===== src/rtl/line_pkg.sv =====
// Shared definitions for the line-following drive sequencer.
//   state_t      : FSM state encoding (also driven out on state_o)
//   FWD/REV/...  : 2-bit L298 direction pin pairs {inA, inB}
//   LAST_L/R     : remembered turn direction used by the search pivot
//   sensor_decode: common line-sensor decode for follow/veer/search
//   drive_en     : enable pin value for a direction and PWM phase
package line_pkg;

  typedef enum logic [2:0] {
    IDLE     = 3'd0,
    FOLLOW   = 3'd1,
    VEER_L   = 3'd2,
    VEER_R   = 3'd3,
    SEARCH   = 3'd4,
    OBSTACLE = 3'd5,
    HALT     = 3'd6
  } state_t;

  localparam logic [1:0] FWD   = 2'b10;
  localparam logic [1:0] REV   = 2'b01;
  localparam logic [1:0] BRAKE = 2'b11;
  localparam logic [1:0] COAST = 2'b00;

  localparam logic LAST_L = 1'b0;
  localparam logic LAST_R = 1'b1;

  // pat = {s1, s2, s3, s4}; unrecognised patterns keep the current state.
  function automatic state_t sensor_decode(input logic [3:0] pat, input state_t cur);
    state_t nxt;
    if ((pat == 4'b0110) || (pat == 4'b1111)) begin
      nxt = FOLLOW;
    end else if (pat == 4'b0000) begin
      nxt = SEARCH;
    end else if (pat[1:0] == 2'b00) begin
      // pattern is nonzero here, so only the left pair can be set
      nxt = VEER_L;
    end else if (pat[3:2] == 2'b00) begin
      nxt = VEER_R;
    end else begin
      nxt = cur;
    end
    return nxt;
  endfunction

  // Brake holds the enable high; coast drops it; drive modes follow the PWM.
  function automatic logic drive_en(input logic [1:0] dir, input logic pwm);
    logic en;
    case (dir)
      FWD, REV: en = pwm;
      BRAKE:    en = 1'b1;
      default:  en = 1'b0;
    endcase
    return en;
  endfunction

endpackage


===== src/rtl/drive_pwm.sv =====
// Shared free-running PWM counter with one comparator per motor channel.
//   clk, rst_n       : clock, async active-low reset (counter only resets here)
//   duty_l, duty_r   : duty values, en high while counter < duty
//   pwm_l, pwm_r     : raw PWM phases (combinational from counter and duty)
module drive_pwm #(
  parameter int PWM_BITS = 8
) (
  input  logic                clk,
  input  logic                rst_n,
  input  logic [PWM_BITS-1:0] duty_l,
  input  logic [PWM_BITS-1:0] duty_r,
  output logic                pwm_l,
  output logic                pwm_r
);

  logic [PWM_BITS-1:0] r_cnt;

  // Free-running counter, wraps naturally at 2^PWM_BITS-1.
  always_ff @(posedge clk or negedge rst_n) begin
    if (!rst_n) begin
      r_cnt <= {PWM_BITS{1'b0}};
    end else begin
      r_cnt <= r_cnt + {{(PWM_BITS-1){1'b0}}, 1'b1};
    end
  end

  // duty 0 never enables; full-scale duty leaves exactly one low count.
  assign pwm_l = (r_cnt < duty_l);
  assign pwm_r = (r_cnt < duty_r);

endmodule


===== src/rtl/line_follow_ctrl.sv =====
// Drive sequencer for a two-motor line follower.
//   clk, rst_n         : clock, async active-low reset
//   run                : drive enable, 0 forces IDLE
//   s1..s4             : line sensors (s1 leftmost), asynchronous, 1 = line
//   prox               : proximity, asynchronous, 0 = obstacle
//   en1, in1, in2      : left channel PWM enable and direction (registered)
//   en2, in3, in4      : right channel PWM enable and direction (registered)
//   state_o            : current FSM state for debug LEDs
module line_follow_ctrl
  import line_pkg::*;
#(
  parameter int PWM_BITS    = 8,
  parameter int DUTY_FWD    = 200,
  parameter int DUTY_TURN   = 120,
  parameter int LOST_CYCLES = 50000,
  parameter int OBST_HOLD   = 1000
) (
  input  logic       clk,
  input  logic       rst_n,
  input  logic       run,
  input  logic       s1,
  input  logic       s2,
  input  logic       s3,
  input  logic       s4,
  input  logic       prox,
  output logic       en1,
  output logic       in1,
  output logic       in2,
  output logic       en2,
  output logic       in3,
  output logic       in4,
  output logic [2:0] state_o
);

  localparam logic [PWM_BITS-1:0] C_DUTY_FWD  = PWM_BITS'(DUTY_FWD);
  localparam logic [PWM_BITS-1:0] C_DUTY_TURN = PWM_BITS'(DUTY_TURN);
  localparam logic [PWM_BITS-1:0] C_DUTY_ZERO = {PWM_BITS{1'b0}};
  localparam logic [15:0]         C_LOST_LAST = 16'(LOST_CYCLES - 1);
  localparam logic [15:0]         C_HOLD_LAST = 16'(OBST_HOLD - 1);

  logic [3:0]          r_sens_meta, r_sens_sync;
  logic                r_prox_meta, r_prox_sync;
  state_t              r_state, w_next_state;
  logic                r_last_dir, w_last_dir_next;
  logic [15:0]         r_search_cnt, w_search_cnt_next;
  logic [15:0]         r_hold_cnt, w_hold_cnt_next;
  logic [1:0]          w_dir_l, w_dir_r;
  logic [PWM_BITS-1:0] w_duty_l, w_duty_r;
  logic                w_pwm_l, w_pwm_r;
  logic                r_en1, r_in1, r_in2, r_en2, r_in3, r_in4;

  // Two-flop synchronizers; prox resets to 0 so the robot starts obstacle-safe.
  always_ff @(posedge clk or negedge rst_n) begin
    if (!rst_n) begin
      r_sens_meta <= 4'b0000;
      r_sens_sync <= 4'b0000;
      r_prox_meta <= 1'b0;
      r_prox_sync <= 1'b0;
    end else begin
      r_sens_meta <= {s1, s2, s3, s4};
      r_sens_sync <= r_sens_meta;
      r_prox_meta <= prox;
      r_prox_sync <= r_prox_meta;
    end
  end

  // Next-state, timer and last-direction logic.
  always_comb begin
    w_next_state      = r_state;
    w_search_cnt_next = 16'd0;
    w_hold_cnt_next   = 16'd0;
    if (!run) begin
      w_next_state = IDLE;
    end else if (!r_prox_sync && (r_state != IDLE)) begin
      // entering or staying in OBSTACLE with prox low keeps the hold count at 0
      w_next_state = OBSTACLE;
    end else begin
      case (r_state)
        IDLE: begin
          w_next_state = FOLLOW;
        end
        FOLLOW, VEER_L, VEER_R: begin
          w_next_state = sensor_decode(r_sens_sync, r_state);
        end
        SEARCH: begin
          w_search_cnt_next = r_search_cnt + 16'd1;
          if (r_sens_sync != 4'b0000) begin
            w_next_state = sensor_decode(r_sens_sync, r_state);
          end else if (r_search_cnt == C_LOST_LAST) begin
            w_next_state = HALT;
          end else begin
            w_next_state = SEARCH;
          end
        end
        OBSTACLE: begin
          // prox_s is known high here
          if (r_hold_cnt == C_HOLD_LAST) begin
            w_next_state = FOLLOW;
          end else begin
            w_next_state    = OBSTACLE;
            w_hold_cnt_next = r_hold_cnt + 16'd1;
          end
        end
        HALT: begin
          w_next_state = HALT;
        end
        default: begin
          w_next_state = IDLE;
        end
      endcase
    end

    // The search counter must read 0 on every entry into SEARCH.
    w_search_cnt_next = (w_next_state == SEARCH) ? w_search_cnt_next : 16'd0;

    if (w_next_state == VEER_L) begin
      w_last_dir_next = LAST_L;
    end else if (w_next_state == VEER_R) begin
      w_last_dir_next = LAST_R;
    end else begin
      w_last_dir_next = r_last_dir;
    end
  end

  // FSM state, timers and remembered turn direction.
  always_ff @(posedge clk or negedge rst_n) begin
    if (!rst_n) begin
      r_state      <= IDLE;
      r_last_dir   <= LAST_L;
      r_search_cnt <= 16'd0;
      r_hold_cnt   <= 16'd0;
    end else begin
      r_state      <= w_next_state;
      r_last_dir   <= w_last_dir_next;
      r_search_cnt <= w_search_cnt_next;
      r_hold_cnt   <= w_hold_cnt_next;
    end
  end

  // Per-state direction and duty for each channel.
  always_comb begin
    w_dir_l  = COAST;
    w_dir_r  = COAST;
    w_duty_l = C_DUTY_ZERO;
    w_duty_r = C_DUTY_ZERO;
    case (r_state)
      FOLLOW: begin
        w_dir_l  = FWD;
        w_dir_r  = FWD;
        w_duty_l = C_DUTY_FWD;
        w_duty_r = C_DUTY_FWD;
      end
      VEER_L: begin
        w_dir_l  = FWD;
        w_dir_r  = FWD;
        w_duty_l = C_DUTY_TURN;
        w_duty_r = C_DUTY_FWD;
      end
      VEER_R: begin
        w_dir_l  = FWD;
        w_dir_r  = FWD;
        w_duty_l = C_DUTY_FWD;
        w_duty_r = C_DUTY_TURN;
      end
      SEARCH: begin
        // pivot toward the side the line was last seen on
        w_duty_l = C_DUTY_TURN;
        w_duty_r = C_DUTY_TURN;
        if (r_last_dir == LAST_L) begin
          w_dir_l = REV;
          w_dir_r = FWD;
        end else begin
          w_dir_l = FWD;
          w_dir_r = REV;
        end
      end
      OBSTACLE, HALT: begin
        w_dir_l = BRAKE;
        w_dir_r = BRAKE;
      end
      default: begin
        w_dir_l = COAST;
        w_dir_r = COAST;
      end
    endcase
  end

  drive_pwm #(
    .PWM_BITS(PWM_BITS)
  ) u_drive_pwm (
    .clk   (clk),
    .rst_n (rst_n),
    .duty_l(w_duty_l),
    .duty_r(w_duty_r),
    .pwm_l (w_pwm_l),
    .pwm_r (w_pwm_r)
  );

  // Output register: motor pins change one clock after the state.
  always_ff @(posedge clk or negedge rst_n) begin
    if (!rst_n) begin
      r_en1 <= 1'b0;
      r_in1 <= 1'b0;
      r_in2 <= 1'b0;
      r_en2 <= 1'b0;
      r_in3 <= 1'b0;
      r_in4 <= 1'b0;
    end else begin
      r_en1 <= drive_en(w_dir_l, w_pwm_l);
      r_in1 <= w_dir_l[1];
      r_in2 <= w_dir_l[0];
      r_en2 <= drive_en(w_dir_r, w_pwm_r);
      r_in3 <= w_dir_r[1];
      r_in4 <= w_dir_r[0];
    end
  end

  assign en1     = r_en1;
  assign in1     = r_in1;
  assign in2     = r_in2;
  assign en2     = r_en2;
  assign in3     = r_in3;
  assign in4     = r_in4;
  assign state_o = r_state;

endmodule


===== config.mk =====
export PLATFORM = sky130hd
export DESIGN_NAME = line_follow_ctrl
export DESIGN_NICKNAME = d
export VERILOG_FILES = /design/src/rtl/line_pkg.sv /design/src/rtl/drive_pwm.sv /design/src/rtl/line_follow_ctrl.sv
export SDC_FILE = /design/constraint.sdc
export NUM_CORES = 1
export LEC_CHECK = 0
export BUFFER_PORTS_ARGS = -buffer_cell sky130_fd_sc_hd__buf_2
export CAP_MARGIN = 20
export CORE_MARGIN = 2
export CORE_UTILIZATION = 55
export CTS_BUF_LIST = sky130_fd_sc_hd__clkbuf_4 sky130_fd_sc_hd__clkbuf_8
export CTS_CLUSTER_DIAMETER = 100
export DETAILED_ROUTE_END_ITERATION = 8
export PLACE_DENSITY = 0.74
export SETUP_SLACK_MARGIN = 0.3
export SLEW_MARGIN = 10
export SYNTH_ARGS = -nofsm -noshare
export SYNTH_HDL_FRONTEND = slang
export SYNTH_SLANG_ARGS = --single-unit

===== constraint.sdc =====
create_clock -name clk -period 1.9 [get_ports clk]
set_input_delay 0 -clock clk [delete_from_list [all_inputs] [get_ports clk]]
set_output_delay 0 -clock clk [all_outputs]
set_load 0.005 [all_outputs]

== After elaboration in Yosys (flattened, before gate mapping) ==
Index checks and enable logic that the tools add are counted.

* Add/subtract/negate cells: 3
* $lt $le $gt $ge: 2
* Equal/unequal tests: 19
* Multiplexer cells: 28
* Reduce and logical (&&, ||, !) cells: 18

{| class="wikitable"
|+ Operator list
! cell !! number
|-
| 16-bit two-way mux || 8
|-
| 16-bit by 1-bit adder with 16-bit output (second input constant) || 2
|-
| 8-bit one-hot mux with 2 select lines || 2
|-
| 3-bit two-way mux || 8
|-
| 16-bit by 10-bit equality test with 1-bit output (second input constant) || 1
|-
| 16-bit equality test (second input constant) || 1
|-
| 8-bit less-than comparator || 2
|-
| 3-bit one-hot mux with 5 select lines || 1
|-
| 2-bit OR reduction || 7
|-
| 3-bit by 2-bit equality test with 1-bit output (second input constant) || 4
|-
| 3-bit equality test (second input constant) || 4
|-
| 2-bit one-hot mux with 3 select lines || 2
|-
| 8-bit by 1-bit adder with 8-bit output (second input constant) || 1
|-
| 2-bit equality test (second input constant) || 4
|-
| 2-bit two-way mux || 3
|-
| 2-bit by 1-bit equality test with 1-bit output (second input constant) || 2
|-
| 4-bit by 3-bit equality test with 1-bit output (second input constant) || 1
|-
| 4-bit equality test (second input constant) || 1
|-
| 2-bit zero test || 2
|-
| 4-bit zero test || 1
|-
| 1-bit one-hot mux with 2 select lines || 2
|-
| 4-bit nonzero test || 1
|-
| 3-bit by 1-bit equality test with 1-bit output (second input constant) || 1
|-
| 3-bit zero test || 1
|-
| other kinds (7) || 8
|}

* Register bits after elaboration: 60
* Bits of input ports: 8

== Longest topological paths before layout ==
* Depth in word-level cells: 12
* Mapped depth: 9

== Hierarchy ==
From an unflattened synthesis, not the netlist that was laid out.

* Cell total of the unflattened synthesis: 325
* Area total of the unflattened synthesis: 3,128.0 sq um

{| class="wikitable"
|+ By module, submodules not included
! module !! times used !! cells an instance !! area each (sq um)
|-
| line_follow_ctrl || 1 || 248 || 2,457.4
|-
| drive_pwm || 1 || 77 || 670.6
|}

== Worst setup path before layout ==
OpenSTA, ideal clock, no wires.

* Path type: register to register
* Start: reg r_sens_sync[3]
* End: reg r_search_cnt[9]
* Library setup time: 0.080 ns
* Arrival time: 1.818 ns
* Setup slack: 0.002 ns
* Stages on the path, launching flop included: 8
* Path buffers: 2
* Clock period less this slack: 1.898 ns
* Path through: dfrtp_1 -> buf_6 -> or4_4 -> o211ai_2 -> o221a_4 -> o2111ai_4 -> buf_6 -> nor3_2

* Cells in the longest elaborated chain, start to end: 11
* Elaborated cells between the ends (all ways): 16
* Classes of those cells: eq/ne (3); mux (9); reduce/logical (4)

{| class="wikitable"
|+ Ends and longest elaborated chain
! what !! line !! text
|-
| start, declared || line_follow_ctrl.sv:41 || <nowiki>logic [3:0] r_sens_meta, r_sens_sync;</nowiki>
|-
| start signal, assigned || line_follow_ctrl.sv:61 || <nowiki>r_sens_sync <= r_sens_meta;</nowiki>
|-
| 2-bit zero test || line_pkg.sv:37 || <nowiki>end else if (pat[3:2] == 2'b00) begin</nowiki>
|-
| 3-bit two-way mux || line_pkg.sv:37 ||
|-
| 3-bit two-way mux || line_pkg.sv:34 || <nowiki>end else if (pat[1:0] == 2'b00) begin</nowiki>
|-
| 3-bit two-way mux || line_pkg.sv:32 || <nowiki>end else if (pat == 4'b0000) begin</nowiki>
|-
| 3-bit two-way mux || line_pkg.sv:30 || <nowiki>if ((pat == 4'b0110) || (pat == 4'b1111)) begin</nowiki>
|-
| 3-bit two-way mux || line_follow_ctrl.sv:87 || <nowiki>if (r_sens_sync != 4'b0000) begin</nowiki>
|-
| 3-bit one-hot mux with 5 select lines * || line_follow_ctrl.sv:78 || <nowiki>case (r_state)</nowiki>
|-
| 3-bit two-way mux * || line_follow_ctrl.sv:74 || <nowiki>end else if (!r_prox_sync && (r_state != IDLE)) begin</nowiki>
|-
| 3-bit two-way mux * || line_follow_ctrl.sv:72 || <nowiki>if (!run) begin</nowiki>
|-
| 3-bit equality test * || line_follow_ctrl.sv:114 || <nowiki>w_search_cnt_next = (w_next_state == SEARCH) ? w_search_cnt_next : 16'd0;</nowiki>
|-
| 16-bit two-way mux * || line_follow_ctrl.sv:114 ||
|-
| via w_search_cnt_next[9] || line_follow_ctrl.sv:45 || <nowiki>logic [15:0] r_search_cnt, w_search_cnt_next;</nowiki>
|-
| end signal, assigned || line_follow_ctrl.sv:135 || <nowiki>r_search_cnt <= w_search_cnt_next;</nowiki>
|-
| end, declared || line_follow_ctrl.sv:45 ||
|}

The timed path passes the listed nets; every way through them passes the cells marked *.
A chain may end at the register's enable or synchronous reset.

== Final worst setup path ==
* Start: reg r_state[0] (netlist: state_o[0])
* End: reg r_en2 (netlist: en2)

* Cells in the longest elaborated chain, start to end: 6
* Elaborated cells between the ends (all ways): 18
* Classes of those cells: order compare (1); eq/ne (9); mux (3); reduce/logical (5)

{| class="wikitable"
|+ Ends and longest elaborated chain
! what !! line !! text
|-
| start, declared || line_follow_ctrl.sv:43 || <nowiki>state_t r_state, w_next_state;</nowiki>
|-
| start signal, assigned || line_follow_ctrl.sv:133 || <nowiki>r_state <= w_next_state;</nowiki>
|-
| parallel branches: the longest is 5 deep, another holds 8-bit less-than comparator || n/a ||
|-
| 1-bit one-hot mux with 2 select lines * || line_pkg.sv:48 || <nowiki>case (dir)</nowiki>
|-
| end signal, assigned || line_follow_ctrl.sv:212 || <nowiki>r_en2 <= drive_en(w_dir_r, w_pwm_r);</nowiki>
|-
| end, declared || line_follow_ctrl.sv:50 || <nowiki>logic r_en1, r_in1, r_in2, r_en2, r_in3, r_in4;</nowiki>
|}

Every way passes the cells marked *.

==> flow_metrics.tcl <==
set metrics [dict create \
    critical_path.top_delay_family "compound AO/OA/AOI/OAI gates" \
    viasPerCell 5.611 \
    max_freq_mhz 521.0 \
    syn_nets 321 \
    grt_max_degree 26 \
    clk_pin_slew_worst_paths_ns 0.07 \
    grt_first_pass_wirelength_mm 10.85 \
    maxCapViolations 0 \
    portBuffers 16 \
    p_leak_nw 1.810 \
    antenna_cells 0 \
    cts_sinks 60 \
    drc 0 \
    period_minus_slack_ns 1.920 \
    cts-root-buf "clkbuf_8" \
    synth_area_per_cell_sq_um 10.24 \
    ys_top_cells_by_area "dfrtp_1 49%, ha_1 6.1%, xor2_1 6.0%" \
    finalClockSkew_ns 0.005603 \
    vias 2469 \
    io_pins 17 \
    timing.final.ws_setup_ns -0.01954 \
    power_mw 3.054 \
    place_congestion 0.8597 \
    firstDrtPassIters 5 \
    crit_required_ns 2.13 \
    synth_area_sq_um 3053 \
    dp_hpwl_mm 4.142 \
    power.density_nw_per_um2 721.1 \
    wire_per_inst_microns 16.39 \
    insertion_delay_ns 0.33 \
    cp_max_fo 5 \
    fin_area_sq_um 4235 \
    cts_buffer_depth 2 \
    synth-edff-count 0 \
    rsz0062_at_grt "yes" \
    cp_slowest_cell "dfrtp_2" \
    fin_crit_sh_pct 101.0 \
    path_cells "buf_4, nor2b_2, a21oi_1, ha_1, o21ai_0, a21oi_1, o41ai_2" \
    yosysMostFrequentCell "dfrtp_1" \
    worst_path_most_repeated_cell "a21oi_1" \
    drtAntennaViolNets 0 \
    slew_viol_final 0 \
    grtUsageTotal_pct 22.65 \
    ys.flop_type "dfrtp_1" \
    yosysTopAreaCell "dfrtp_1" \
    yosys.area.top_type_share_pct 49.18 \
    place_area_sq_um 3442 \
    numCtsBuffers 9 \
    rows 27 \
    grt_pass1_vias 2341 \
    die_x_microns 78.51 \
    initial_core_util_pct 56.13 \
    htree_levels 3 \
    drive_above_1_share_pct 38.86 \
    startpoint_type "flip-flop" \
    syn_to_final_growth_pct 38.73 \
    synth_warnings 0 \
    cts_tree "built" \
    die_h_microns 78.51 \
    cp.arrival_ns 2.15 \
    num-nets-final 386 \
    status "finished with violations" \
    yosys-top-cells-count "60 x dfrtp_1, 37 x nor2_1, 22 x nand2_1" \
    synth-seq-cells 60 \
    crit_type "reg -> reg" \
    overflow 0 \
    antenna_found_initial 0 \
    syn-instance-count 298 \
    wirelength_mm 7.213 \
    slew-limit-headroom_pct 62.05 \
    r2r_cells 7 \
    core_sq_um 5439 \
    crit_path_max_incr_delay_ns 0.45 \
    setup_viol 1 \
    dieArea_sq_um 6163 \
    cp_num_buf_inv 1 \
    r2r_start "state_o[0]$_DFF_PN0_" \
    final-hold-violation-count 0 \
    rr_endpoint "en2$_DFF_PN0_" \
    drt-initial-drc-count 126 \
    violations "negative setup slack" \
    synth-seq-area-share_pct 49.18 \
    end_kind "flip-flop" \
    vdd_drop_max_mv 0.6165 \
    synth_cell_type_count 44 \
    tightest_slew_ns 0.5693 \
    hp-class "in -> async" \
    r2r_setup_slack_ns -0.02 \
    async_flop_share_pct 100.0 \
]
-- what timing repair did --
item | CTS | global route
endpoints found under the hold margin | 32 | 0
pin swaps | 11 | 28
setup endpoints to repair | 27 | 37
buffers inserted | 3 | 9
gates resized for setup | 29 | 68
gates cloned | 0 | 1
hold buffers | 7 | 0
-- cells in the final DEF (no fill, tap or decap), drive strengths merged, types with 4 or more instances in the layout --
cell type / n
nor2: 38
xnor2: 17
a21oi: 6
nand2b: 6
o21ai: 9
xor2: 21
nand3: 14
dlygate4sd3: 7
nand2: 22
nor3: 14
clkbuf: 11
dfrtp: 60
o211ai: 4
inv: 14
nand4: 9
and4: 7
ha: 15
buf: 57
-- through the flow --
| stage | hold slack (ns) | utilization (%) | TNS (ns) | instances | setup slack (ns) |
|---|---|---|---|---|---|
| after floorplan | -0.2956 | - | 0 | 298 | 0.004219 |
| after global placement | 0.02443 | 63.29 | 0 | 404 | 0.07776 |
| after detailed placement | 0.03877 | 63.29 | -0.005595 | 404 | -0.005595 |
| after CTS | 0.2005 | 70.97 | 0 | 430 | 0.03619 |
| after global routing | 0.2458 | 77.87 | -0.9417 | 440 | -0.1005 |
| final | 0.1962 | 77.87 | -0.01954 | 440 | -0.01954 |
-- state kept, by name, summed over array words and instances (netlist names) --
register,cells
en1,1
en2,1
in1,1
in2,1
in3,1
in4,1
r_hold_cnt,16
r_last_dir,1
r_prox_meta,1
r_prox_sync,1
r_search_cnt,16
r_sens_meta,4
r_sens_sync,4
state_o,3
u_drive_pwm.r_cnt,8
-- metal layers --
metal	global-route usage (%)	wire, microns
met3	4.943	233
met4	7.895	148
met2	37.78	3839
met5	0	0
met1	29.21	2991
-- cell type report --
class	count	area, sq um
Clock buffer	11	145.1
Clock inverter	5	75.07
Fill cell	318	1204
Inverter	14	62.56
Multi-Input combinational cell	214	1824
Sequential cell	60	1504
Tap cell	72	90.09
Timing Repair Buffer	64	534.3
-- power breakdown --
group / switching [mW] / total [mW] / leakage, nW / internal, mW
Combinational: 0.220 / 0.429 / 0.907 / 0.209
Clock: 0.483 / 1.27 / 0.116 / 0.782
Sequential: 0.0379 / 1.36 / 0.786 / 1.32
Total: 0.742 / 3.05 / 1.81 / 2.31
-- worst max-delay path by stage --
| stage | from | end | slack, ns | cells past startpoint |
|---|---|---|---|---|
| after floorplan | r_sens_sync[2]$_DFF_PN0_ | r_search_cnt[0]$_DFF_PN0_ | 0.004 | 7 |
| after global placement | r_sens_sync[2]$_DFF_PN0_ | r_search_cnt[3]$_DFF_PN0_ | 0.08 | 6 |
| after detailed placement | r_sens_sync[2]$_DFF_PN0_ | r_search_cnt[8]$_DFF_PN0_ | -0.006 | 6 |
| after CTS | r_sens_sync[2]$_DFF_PN0_ | r_search_cnt[3]$_DFF_PN0_ | 0.04 | 6 |
| after global routing | r_sens_sync[2]$_DFF_PN0_ | r_search_cnt[9]$_DFF_PN0_ | -0.10 | 6 |
| final | state_o[0]$_DFF_PN0_ | en2$_DFF_PN0_ | -0.02 | 7 |
-- cell families (layout without fill, tap and decap cells) --
kind of cell	Yosys count	in the layout	synth area share, %
compound gates	32	32	7.992
xor+xnor	38	38	10.90
fa+ha+maj	15	15	6.148
buf+inv	24	94	3.648
flops	60	60	49.18
mux	1	1	0.3688
simple gates	128	128	21.76
Note: power is estimated with default switching activity, not from simulation.
